File: config.mk
export PLATFORM = sky130hd
export DESIGN_NAME = emern_video_timing_flat
export DESIGN_NICKNAME = d
export VERILOG_FILES = /design/src/rtl/emern_vt_pkg.sv /design/src/rtl/emern_video_timing_if.sv /design/src/rtl/emern_delay_line.sv /design/src/rtl/emern_video_timing.sv /design/src/flat_wrapper.sv
export SDC_FILE = /design/constraint.sdc
export NUM_CORES = 1
export LEC_CHECK = 0
export ABC_AREA = 1
export CORE_AREA = 8 8 74 76
export DETAILED_ROUTE_END_ITERATION = 12
export DIE_AREA = 0 0 82 84
export PLACE_DENSITY = 0.62
export SYNTH_ARGS = -nofsm -noshare
export SYNTH_HDL_FRONTEND = slang
export SYNTH_SLANG_ARGS = --single-unit
File: constraint.sdc
create_clock -name clk -period 4.6 [get_ports clk]
set_clock_uncertainty 0.15 [all_clocks]
set_input_delay 0.92 -clock clk [delete_from_list [all_inputs] [get_ports clk]]
set_output_delay 0.92 -clock clk [all_outputs]
set_load 0.02 [all_outputs]
File: src/rtl/emern_vt_pkg.sv
// emern_vt_pkg: shared timing constants for the raster timing generator.
//   - Default 640x480@60 porch/sync/active values and sync polarity.
//   - total(): sums the four segments of one axis into a line/frame total.
package emern_vt_pkg;

    localparam int unsigned VgaHActive = 640;
    localparam int unsigned VgaHFp     = 16;
    localparam int unsigned VgaHSync   = 96;
    localparam int unsigned VgaHBp     = 48;
    localparam int unsigned VgaVActive = 480;
    localparam int unsigned VgaVFp     = 10;
    localparam int unsigned VgaVSync   = 2;
    localparam int unsigned VgaVBp     = 33;
    localparam bit          VgaSyncPol = 1'b0;

    // Width of the delayed bundle {active, h_sync, v_sync}
    localparam int unsigned DlyWidth = 3;

    function automatic int unsigned total(input int unsigned active, input int unsigned fp,
                                          input int unsigned sync, input int unsigned bp);
        return active + fp + sync + bp;
    endfunction

endpackage

File: src/rtl/emern_video_timing_if.sv
// emern_video_timing_if: output bundle of the raster timing generator.
//   en           pixel-clock enable (driven by the consumer side)
//   col_out      current column
//   row_out      current row
//   active       visible-area flag (delayed)
//   h_sync       horizontal sync (delayed)
//   v_sync       vertical sync (delayed)
//   load_window  vertical-blank flag (undelayed)
//   line_start   end-of-line strobe
//   frame_start  end-of-frame strobe
//   frame_cnt    frame counter (only with EMERN_VT_FRAME_CNT_EN)
// master: the timing generator. slave: the pixel core / frontend.
interface emern_video_timing_if #(
    parameter int unsigned CW = 10
);
    logic          en;
    logic [CW-1:0] col_out;
    logic [CW-1:0] row_out;
    logic          active;
    logic          h_sync;
    logic          v_sync;
    logic          load_window;
    logic          line_start;
    logic          frame_start;
`ifdef EMERN_VT_FRAME_CNT_EN
    logic [7:0]    frame_cnt;
`endif

    modport master (
        input  en,
        output col_out,
        output row_out,
        output active,
        output h_sync,
        output v_sync,
        output load_window,
        output line_start,
`ifdef EMERN_VT_FRAME_CNT_EN
        output frame_cnt,
`endif
        output frame_start
    );

    modport slave (
        output en,
        input  col_out,
        input  row_out,
        input  active,
        input  h_sync,
        input  v_sync,
        input  load_window,
        input  line_start,
`ifdef EMERN_VT_FRAME_CNT_EN
        input  frame_cnt,
`endif
        input  frame_start
    );

endinterface

File: src/rtl/emern_delay_line.sv
// emern_delay_line: enable-gated shift register of DEPTH stages, WIDTH bits each.
//   clk_i      clock
//   rst_ni     asynchronous active-low reset; every stage loads rst_val_i
//   en_i       shift enable; stages hold when low
//   rst_val_i  value all stages take under reset
//   d_i        input word
//   q_o        word shifted in DEPTH enabled cycles earlier (d_i itself when DEPTH=0)
module emern_delay_line #(
    parameter int unsigned WIDTH = 3,
    parameter int unsigned DEPTH = 1
) (
    input  logic             clk_i,
    input  logic             rst_ni,
    input  logic             en_i,
    input  logic [WIDTH-1:0] rst_val_i,
    input  logic [WIDTH-1:0] d_i,
    output logic [WIDTH-1:0] q_o
);

    if (DEPTH == 0) begin : g_bypass
        logic unused_bypass;
        assign unused_bypass = &{1'b0, clk_i, rst_ni, en_i, rst_val_i};
        assign q_o = d_i;
    end else begin : g_shift
        logic [DEPTH-1:0][WIDTH-1:0] stage_q;
        logic [DEPTH-1:0][WIDTH-1:0] stage_d;

        always_comb begin
            stage_d = stage_q;
            if (en_i) begin
                stage_d[0] = d_i;
                for (int unsigned i = 1; i < DEPTH; i++) begin
                    stage_d[i] = stage_q[i-1];
                end
            end
        end

        always_ff @(posedge clk_i or negedge rst_ni) begin
            if (!rst_ni) begin
                stage_q <= {DEPTH{rst_val_i}};
            end else begin
                stage_q <= stage_d;
            end
        end

        assign q_o = stage_q[DEPTH-1];
    end

endmodule

File: src/rtl/emern_video_timing.sv
// emern_video_timing: parametrised raster timing generator.
//   clk    system clock
//   rst_n  asynchronous active-low reset
//   vt     emern_video_timing_if.master: en in; col/row counters, delayed active/h_sync/v_sync,
//          undelayed load_window, line_start/frame_start strobes, optional frame_cnt out.
// Optional feature macro: EMERN_VT_FRAME_CNT_EN adds the 8-bit frame counter.
module emern_video_timing
    import emern_vt_pkg::*;
#(
    parameter int unsigned H_ACTIVE   = VgaHActive,
    parameter int unsigned H_FP       = VgaHFp,
    parameter int unsigned H_SYNC     = VgaHSync,
    parameter int unsigned H_BP       = VgaHBp,
    parameter int unsigned V_ACTIVE   = VgaVActive,
    parameter int unsigned V_FP       = VgaVFp,
    parameter int unsigned V_SYNC     = VgaVSync,
    parameter int unsigned V_BP       = VgaVBp,
    parameter bit          SYNC_POL   = VgaSyncPol,
    parameter int unsigned PIPE_DELAY = 1,
    parameter int unsigned CW         = 10
) (
    input logic                  clk,
    input logic                  rst_n,
    emern_video_timing_if.master vt
);

    localparam int unsigned H_TOTAL = total(H_ACTIVE, H_FP, H_SYNC, H_BP);
    localparam int unsigned V_TOTAL = total(V_ACTIVE, V_FP, V_SYNC, V_BP);
    localparam int unsigned HsStart = H_ACTIVE + H_FP;
    localparam int unsigned HsEnd   = HsStart + H_SYNC;
    localparam int unsigned VsStart = V_ACTIVE + V_FP;
    localparam int unsigned VsEnd   = VsStart + V_SYNC;

    localparam logic [CW-1:0] HLast = CW'(H_TOTAL - 1);
    localparam logic [CW-1:0] VLast = CW'(V_TOTAL - 1);

    if ((64'd1 << CW) < 64'(H_TOTAL) || (64'd1 << CW) < 64'(V_TOTAL)) begin : g_cw_check
        $error("emern_video_timing: CW too narrow for H_TOTAL/V_TOTAL");
    end
    if (PIPE_DELAY > 15) begin : g_delay_check
        $error("emern_video_timing: PIPE_DELAY must be 0..15");
    end

    logic [CW-1:0] col_q, col_d;
    logic [CW-1:0] row_q, row_d;
    logic          col_wrap;
    logic          row_wrap;

    // >= rather than == so an out-of-range value can never persist
    assign col_wrap = (col_q >= HLast);
    assign row_wrap = (row_q >= VLast);

    always_comb begin
        col_d = col_q;
        row_d = row_q;
        if (vt.en) begin
            if (col_wrap) begin
                col_d = '0;
                row_d = row_wrap ? '0 : row_q + 1'b1;
            end else begin
                col_d = col_q + 1'b1;
            end
        end
    end

    always_ff @(posedge clk or negedge rst_n) begin
        if (!rst_n) begin
            col_q <= '0;
            row_q <= '0;
        end else begin
            col_q <= col_d;
            row_q <= row_d;
        end
    end

    // Widened copies so decode limits equal to 2**CW compare correctly
    logic [31:0] col_w;
    logic [31:0] row_w;
    assign col_w = 32'(col_q);
    assign row_w = 32'(row_q);

    logic                hs_raw;
    logic                vs_raw;
    logic                act_raw;
    logic [DlyWidth-1:0] dly_in;
    logic [DlyWidth-1:0] dly_idle;
    logic [DlyWidth-1:0] dly_out;

    assign hs_raw  = (col_w >= HsStart) && (col_w < HsEnd);
    assign vs_raw  = (row_w >= VsStart) && (row_w < VsEnd);
    assign act_raw = (col_w < H_ACTIVE) && (row_w < V_ACTIVE);

    assign dly_in   = {act_raw, hs_raw ? SYNC_POL : ~SYNC_POL, vs_raw ? SYNC_POL : ~SYNC_POL};
    assign dly_idle = {1'b0, ~SYNC_POL, ~SYNC_POL};

    emern_delay_line #(
        .WIDTH(DlyWidth),
        .DEPTH(PIPE_DELAY)
    ) u_delay (
        .clk_i    (clk),
        .rst_ni   (rst_n),
        .en_i     (vt.en),
        .rst_val_i(dly_idle),
        .d_i      (dly_in),
        .q_o      (dly_out)
    );

    logic line_start;
    logic frame_start;
    assign line_start  = vt.en && (col_q == HLast);
    assign frame_start = line_start && (row_q == VLast);

    assign vt.col_out     = col_q;
    assign vt.row_out     = row_q;
    assign vt.active      = dly_out[2];
    assign vt.h_sync      = dly_out[1];
    assign vt.v_sync      = dly_out[0];
    assign vt.load_window = (row_w >= V_ACTIVE);
    assign vt.line_start  = line_start;
    assign vt.frame_start = frame_start;

`ifdef EMERN_VT_FRAME_CNT_EN
    logic [7:0] frame_cnt_q;

    always_ff @(posedge clk or negedge rst_n) begin
        if (!rst_n) begin
            frame_cnt_q <= 8'd0;
        end else if (frame_start) begin
            frame_cnt_q <= frame_cnt_q + 8'd1;
        end
    end

    assign vt.frame_cnt = frame_cnt_q;
`endif

endmodule

File: src/flat_wrapper.sv
// flat-port wrapper written by rule: the top's interface ports become plain ports
module emern_video_timing_flat import emern_vt_pkg::*;
#(
    parameter int unsigned H_ACTIVE   = VgaHActive,
    parameter int unsigned H_FP       = VgaHFp,
    parameter int unsigned H_SYNC     = VgaHSync,
    parameter int unsigned H_BP       = VgaHBp,
    parameter int unsigned V_ACTIVE   = VgaVActive,
    parameter int unsigned V_FP       = VgaVFp,
    parameter int unsigned V_SYNC     = VgaVSync,
    parameter int unsigned V_BP       = VgaVBp,
    parameter bit          SYNC_POL   = VgaSyncPol,
    parameter int unsigned PIPE_DELAY = 1,
    parameter int unsigned CW         = 10
)
  (clk, rst_n, vt_en, vt_col_out, vt_row_out, vt_active, vt_h_sync, vt_v_sync, vt_load_window, vt_line_start, vt_frame_start);
  emern_video_timing_if #(.CW(CW)) vt_i ();
  input logic clk;
  input logic rst_n;
  input wire logic [$bits(vt_i.en)-1:0] vt_en;
  output wire logic [$bits(vt_i.col_out)-1:0] vt_col_out;
  output wire logic [$bits(vt_i.row_out)-1:0] vt_row_out;
  output wire logic [$bits(vt_i.active)-1:0] vt_active;
  output wire logic [$bits(vt_i.h_sync)-1:0] vt_h_sync;
  output wire logic [$bits(vt_i.v_sync)-1:0] vt_v_sync;
  output wire logic [$bits(vt_i.load_window)-1:0] vt_load_window;
  output wire logic [$bits(vt_i.line_start)-1:0] vt_line_start;
  output wire logic [$bits(vt_i.frame_start)-1:0] vt_frame_start;
  assign vt_i.en = vt_en;
  assign vt_col_out = vt_i.col_out;
  assign vt_row_out = vt_i.row_out;
  assign vt_active = vt_i.active;
  assign vt_h_sync = vt_i.h_sync;
  assign vt_v_sync = vt_i.v_sync;
  assign vt_load_window = vt_i.load_window;
  assign vt_line_start = vt_i.line_start;
  assign vt_frame_start = vt_i.frame_start;
  emern_video_timing #(.H_ACTIVE(H_ACTIVE), .H_FP(H_FP), .H_SYNC(H_SYNC), .H_BP(H_BP), .V_ACTIVE(V_ACTIVE), .V_FP(V_FP), .V_SYNC(V_SYNC), .V_BP(V_BP), .SYNC_POL(SYNC_POL), .PIPE_DELAY(PIPE_DELAY), .CW(CW)) u_core (.clk(clk), .rst_n(rst_n), .vt(vt_i));
endmodule
# Word level (Yosys, flattened, before mapping)
# Index checks and enable logic that the tools add are counted.
word_totals:
  mem_count: 0
  output_inout_bits: 26
  in_bits: 3
  rom_bits: 0
  word_cells: 26
  ram_bits: 0
  register_bits: 23
  latchBits: 0
op_classes:
  n_div: 0
  muxes: 4
  eq_ne: 2
  n_lt_le_gt_ge: 9
  shifts: 0
  bitwise_logic: 0
  mul: 0
  addsub: 2
  reduce_logical: 6
ops:
  columns: ["operator", "count"]
  rows:
  - ["greater-or-equal comparator 10 bit (second input constant)", 3]
  - ["adder 10 x 1 -> 10 bit (second input constant)", 2]
  - ["== test 10 bit (second input constant)", 2]
  - ["greater-or-equal comparator 10 x 9 -> 1 bit (second input constant)", 2]
  - ["< comparator 10 bit (second input constant)", 2]
  - ["< comparator 10 x 9 -> 1 bit (second input constant)", 2]
  - ["2-to-1 mux 10 bit", 2]
  - ["logical AND 1 bit", 5]
  - ["2-to-1 mux 1 bit", 2]
  - ["AND reduction 2 bit", 1]

# Depth between registers and ports, before layout
# Gate-level depths: netlist of run 1.
logic_depth:
  word_depth: 3
  mapped_depth: 10
  ltp_nobuf: 9

# Worst setup path before layout of run 1
# No wires, ideal clock.
synth_path:
  kind: "in2out"
  startpoint: "in vt_en"
  endpoint: "out vt_frame_start"
  cell_stages: 4
  slack_ps: 1915
  path_buffers: 0
  arrival_ps: 1615
  path_cell_list: "inv_2 -> nor3_4 -> nand2_1 -> nor3_2"
synth_between:
  elab_chain_len: 2
synth_rtl:
  columns: ["element", "line_no", "rtl"]
  rows:
  - ["start: declaration", "flat_wrapper.sv:20", "input wire logic [$bits(vt_i.en)-1:0] vt_en;"]
  - ["logical AND 1 bit", "emern_video_timing.sv:110", "assign line_start = vt.en && (col_q == HLast);"]
  - ["logical AND 1 bit", "emern_video_timing.sv:111", "assign frame_start = line_start && (row_q == VLast);"]
  - ["end: declaration", "flat_wrapper.sv:28", "output wire logic [$bits(vt_i.frame_start)-1:0] vt_frame_start;"]
# Every way passes these cells.

# Worst setup path in the final report of run 1
# Ends and elaborated chain as after synthesis.

==> results_dict.tcl, run 1 <==
set metrics [dict create \
    cp.arrival_ns 2.80 \
    seq_power_share 0.429 \
    dieArea_sq_um 6888 \
    overflow 0 \
    crit_buf_inv 4 \
    synthTopCellsByArea "dfrtp_1, nand2_1, inv_1" \
    synth_top_cell_area_share 0.3621 \
    fin_tns_setup_ns 0 \
    grt_max_degree 24 \
    antenna_found_initial 0 \
    ys_ff_latch 23 \
    crit_fanout 14 \
    fmax_mhz 258.5 \
    tightest_slew_ns 1.076 \
    min_to "u_core.u_delay.q_o[0]" \
    fin_area_sq_um 1815 \
    switching_share 0.3867 \
    numCtsBuffers 3 \
    r2r_slack_ns 2.84 \
    hp-class "flip-flop to flip-flop" \
    grt_use_met2 0.1681 \
    layout.nets 241 \
    fin_crit_ns 3.869 \
    synth_fp_nets 212 \
    power.leakage_nw 0.8917 \
    first_global_vias 1292 \
    internal_power_w 0.0003919 \
    cpPeakStageDelay_ns 0.62 \
    cpMostUsedCell "clkdlybuf4s50_1" \
    rsz0062_at_grt "no" \
    clock-sinks 23 \
    status "complete, no violations" \
    clk_latency_ns 0.27 \
    antenna_left 0 \
    critPathSlowestCell "clkdlybuf4s50_1" \
    yosys.area.top_type "dfrtp_1" \
    htreeDepth 1 \
    busiest_layer "met2" \
    power_frac_comb 0.356 \
    cts-root-buf "clkbuf_8" \
    grtUsageTotal 0.1091 \
    drive_above_1_share 0.07725 \
    slew_violations 0 \
    antenna_cells 0 \
    route.vias.total 1368 \
    synth_seq_area_share 0.3983 \
    rows 24 \
    via_per_inst 4.800 \
    hpwlAfterDp_mm 2.639 \
    start_kind "input port" \
    max-slew-margin-rel 0.2803 \
    io_buffers 28 \
    drtIter0Drc 94 \
    cts_tree "yes" \
    crit_required_ns 3.53 \
    vdd_ir_drop_max_mv 0.1329 \
    path_clk_slew_ns 0.09 \
    crit_type "input port to output port" \
    placed_cell_area_sq_um 1767 \
    coreArea_sq_um 4264 \
    whs_ns 0.3477 \
    finalWeightedCongestion 0.8529 \
    syn-instance-count 205 \
    grt.met3_usage 0.01616 \
    r2r-end "u_core.vt.row_out[8]" \
    critPathTopFamily "buffers and inverters" \
    setup_viol 0 \
    die_h_microns 84 \
    drv_cap 0 \
    p_switching_w 0.0002471 \
    route.detailed.drc 0 \
    postCtsHoldBufs 0 \
    ys_types 27 \
    drt_first_pass_iters 4 \
    synth_area_per_cell_sq_um 7.080 \
    final_hold_viol_count 0 \
    clockBufferDepth 2 \
    fp.dieW_microns 82 \
    pwr-share-clk 0.216 \
    syn_area_sq_um 1451 \
    grt_first_pass_wirelength_mm 6.037 \
    wl_mm 3.533 \
    start_util 0.3404 \
    cp_cell_sequence "clkdlybuf4s50_1 -> buf_4 -> inv_2 -> nor3_4 -> nand2_1 -> nor3_2 -> clkdlybuf4s50_1" \
    use_met1 0.1410 \
    wl_per_cell_microns 12.40 \
    crit_path_end_kind "output port" \
    min_delay_path_depth 2 \
    ff2ff_path_depth 9 \
    power.density_nw_per_um2 352.0 \
    yosysWarnings 0 \
    post_cts_resized 0 \
    worstReg2RegStart "u_core.vt.col_out[0]" \
    post_cts_buffers 0 \
    area_delta_synth_final_pct 25.09 \
    min_period_over_period 0.8411 \
    hold_start "u_core.u_delay.q_o[0]" \
    io_pins 29 \
]
## worst min-delay path: stages, from the launching register on
cell,delay (ns)
dfstp_2,0.38
nor2_1,0.08
a31oi_1,0.05
## cell usage after synthesis
cell type  instances
nand2_1           61
inv_1             29
nor2_1            24
dfrtp_1           21
nand3_1           17
o21ai_0            7
nand4_1            5
a21oi_1            4
ha_1               4
buf_2              3
nand2_2            3
nor2_2             3
xor2_1             3
a31oi_1            2
buf_6              2
clkinv_1           2
dfstp_2            2
inv_2              2
nand3b_1           2
o21ai_1            2
and3_1             1
nand3_4            1
nor3_1             1
nor3_2             1
nor3_4             1
nor4_1             1
xnor2_1            1
## cell type report
type / count / area (sq um)
clock buffer: 3 / 41.29
clock inverter: 1 / 7.507
fill: 462 / 2449
inverter: 33 / 123.9
multi-input combinational: 144 / 711.9
sequential: 23 / 578.1
tap: 52 / 65.06
timing repair buffer: 29 / 287.8
## placed cells by master (no fill, tap or decap), drive strengths merged
cell type      instances
nand3b                 2
and3                   1
clkinv                 2
nand3                 18
ha                     4
buf                    1
dfstp                  2
clkdlybuf4s50         28
xor2                   3
nor4                   1
xnor2                  1
clkinvlp               1
a21oi                  4
nor2                  27
nor3                   3
nand2                 64
a31oi                  2
clkbuf                 3
inv                   31
nand4                  5
dfrtp                 21
o21ai                  9
## routing by layer
layer	part of all wire	routed length (microns)	vias up
li1	-	-	694
met1	0.45	1588	638
met2	0.48	1707	31
met3	0.046	164	5
met4	0.020	72	0
met5	0	0	-
## flip-flops by register name, summed over array words and instances (netlist names)
register,flops
u_core.vt.row_out,10
u_core.vt.col_out,10
u_core.u_delay.q_o,3
## how the worst max path moves through the flow
stage	start	endpoint	slack, ns	cells after the start
2_1_floorplan	vt_en	vt_frame_start	1.91	4
3_3_place_gp	vt_en	vt_frame_start	0.75	7
3_5_place_dp	vt_en	vt_frame_start	0.72	7
4_1_cts	vt_en	vt_frame_start	0.72	7
5_1_grt	vt_en	vt_frame_start	0.64	7
6_report	vt_en	vt_frame_start	0.73	7
## power by group through the flow
| stage | combinational (W) | sequential, W | clock [W] |
|---|---|---|---|
| final | 0.000227 | 0.000274 | 0.000138 |
| after global routing | 0.000250 | 0.000280 | 0.000146 |
| after CTS | 0.000230 | 0.000274 | 0.000142 |
| after detailed placement | 0.000229 | 0.000278 | 0 |
| after global placement | 0.000228 | 0.000279 | 0 |
| after floorplan | 0.0000995 | 0.000309 | 0 |
## logic make-up after synthesis
logic type,share of synthesized area
AO/OA/AOI/OAI,0.05345
XOR/XNOR,0.02414
adder cells (fa/ha/maj),0.03448
buffers and inverters,0.1112
flip-flops,0.3983
AND/OR/NAND/NOR,0.3785
## metrics by stage
| stage | instances | utilization | total power, W | worst slack (ns) |
|---|---|---|---|---|
| after floorplan | 205 | - | 0.0004089 | 1.915 |
| after global placement | 281 | 0.4143 | 0.0005072 | 0.7538 |
| after detailed placement | 281 | 0.4143 | 0.0005063 | 0.7223 |
| after CTS | 285 | 0.4258 | 0.0006462 | 0.7202 |
| after global routing | 285 | 0.4258 | 0.0006754 | 0.6409 |
| final | 285 | 0.4258 | 0.0006390 | 0.7311 |
(Power assumes the default switching activity.)
==> run 2, diff against run 1 <==
==> constraint.sdc (replaced) <==
create_clock -name clk -period 3.65 [get_ports clk]
set_clock_uncertainty 0.15 [all_clocks]
set_input_delay 0.73 -clock clk [delete_from_list [all_inputs] [get_ports clk]]
set_output_delay 0.73 -clock clk [all_outputs]
set_load 0.02 [all_outputs]
==> run 2 against run 1 <==
Compared with the run above: largest power group unchanged; via count fell by 1.6%; core utilization rose by 0.12 points; critical path type unchanged; sequential share of layout area fell by 0.088 points; wire length rose by 3.5%; count of clock-buffer cells in the layout did not move; power rose by 25%; cell count rose by 0.35%; setup slack got worse by 0.40 ns; die area did not move; clock power rose by 18%; combinational power rose by 27%; critical endpoint unchanged; worst hold slack got worse by 0.0061 ns.
==> results_dict.tcl, run 2 (synthesis results as in run 1) <==
set metrics [dict create \
    cp.arrival_ns 2.44 \
    grtUsageTotal 0.1161 \
    final_hold_viol_count 0 \
    route.detailed.drc 0 \
    post_cts_resized 0 \
    io_pins 29 \
    drv_cap 0 \
    wl_per_cell_microns 12.79 \
    crit_fanout 4 \
    final_common_cell "nand2_1" \
    final_cell_mix "nand2_1, inv_1, clkdlybuf4s50_1, nor2_1, dfrtp_1" \
    power.density_nw_per_um2 439.4 \
    crit_path_end_kind "output port" \
    layout.nets 242 \
    htreeDepth 1 \
    tightest_slew_ns 0.2953 \
    antenna_cells 0 \
    drive_above_1_share 0.08120 \
    drt_first_pass_iters 4 \
    via_per_inst 4.706 \
    max-slew-margin-rel 0.8013 \
    clock-sinks 23 \
    post_cts_buffers 0 \
    crit_required_ns 2.77 \
    fin_tns_setup_ns 0 \
    crit_type "input port to output port" \
    die_h_microns 84 \
    postCtsHoldBufs 0 \
    overflow 0 \
    first_global_vias 1359 \
    rsz0062_at_grt "no" \
    grt_first_pass_wirelength_mm 6.527 \
    fmax_mhz 300.9 \
    hp-class "flip-flop to flip-flop" \
    vdd_ir_drop_max_mv 0.1877 \
    area_delta_synth_final_pct 25.43 \
    start_util 0.3404 \
    antenna_left 0 \
    route.vias.total 1346 \
    wl_mm 3.657 \
    path_clk_slew_ns 0.09 \
    rows 24 \
    dieArea_sq_um 6888 \
    finalWeightedCongestion 0.8264 \
    cts-root-buf "clkbuf_8" \
    setup_slack_ns 0.3267 \
    grt_max_degree 24 \
    slew_violations 0 \
    drtIter0Drc 70 \
    fp.dieW_microns 82 \
    clockBufferDepth 2 \
    coreArea_sq_um 4264 \
    start_kind "input port" \
    status "complete, no violations" \
    hpwlAfterDp_mm 2.797 \
    numCtsBuffers 3 \
    fin_crit_ns 3.323 \
    io_buffers 28 \
    cts_tree "yes" \
    power.leakage_nw 0.9002 \
    dp_slack_ns 0.3320 \
    antenna_found_initial 0 \
    min_period_over_period 0.9105 \
    setup_viol 0 \
    clk_latency_ns 0.27 \
]
-- run 2: worst paths after layout --
check                      cells past startpoint                  start                     to  slack, ns
setup / recovery                               6                  vt_en         vt_frame_start       0.33
min in group asynchronous                      2                  rst_n   u_core.vt.col_out[6]       0.66
max in group asynchronous                      2                  rst_n  u_core.u_delay.q_o[0]       2.40
setup reg to reg                               9   u_core.vt.col_out[0]   u_core.vt.row_out[2]       1.89
hold / removal                                 2  u_core.u_delay.q_o[1]  u_core.u_delay.q_o[1]       0.34
hold reg to reg                                2  u_core.u_delay.q_o[1]  u_core.u_delay.q_o[1]       0.34
-- run 2: layout make-up --
type	instances	area (sq um)
inverters	33	123.9
flip-flops and latches	23	578.1
clock buffers	3	41.29
repair buffers	30	295.3
well taps	52	65.06
fillers	462	2444
multi-input cells	144	711.9
clock inverters	1	5.005
-- run 2: layer usage --
layer | wire length (microns) | up-vias | global-route usage
li1 | - | 695 | -
met1 | 1672 | 625 | 0.1501
met2 | 1792 | 20 | 0.1868
met3 | 118 | 6 | 0.01724
met4 | 74 | 0 | 0.04153
met5 | 0 | - | 0
-- run 2: power by group --
part / internal, W / switching, W
Combinational: 0.000122 / 0.000167
Sequential: 0.000295 / 0.0000529
Clock: 0.0000763 / 0.0000868
-- run 2: stage by stage --
step                      std cells  total power [W]  instance area [sq um]    util  hold slack [ns]
after floorplan                 205        0.0005154                   1451       -           0.2844
final                           286        0.0008000                   1821  0.4269           0.3416
after detailed placement        282        0.0006445                   1774  0.4161           0.3294
after global placement          282        0.0006413                   1774  0.4161           0.3355
after global routing            286        0.0008564                   1821  0.4269           0.3565
after CTS                       286        0.0008125                   1821  0.4269           0.3426
-- run 2: worst max-delay path, cell delays in order --
cell	delay, ns
clkdlybuf4s50_1	0.49
inv_2	0.07
nor3_4	0.21
nand2_1	0.14
nor3_2	0.18
clkdlybuf4s50_1	0.62
==> run 3, diff against run 2 <==
--- a/config.mk
+++ b/config.mk
@@ -7,6 +7,7 @@
 export LEC_CHECK = 0
 export ABC_AREA = 1
 export CORE_AREA = 8 8 74 76
+export CTS_CLUSTER_DIAMETER = 40
 export DETAILED_ROUTE_END_ITERATION = 12
 export DIE_AREA = 0 0 82 84
 export PLACE_DENSITY = 0.62
==> results of run 3 <==
The final DEF is identical to that of run 2; final timing and power are the same.
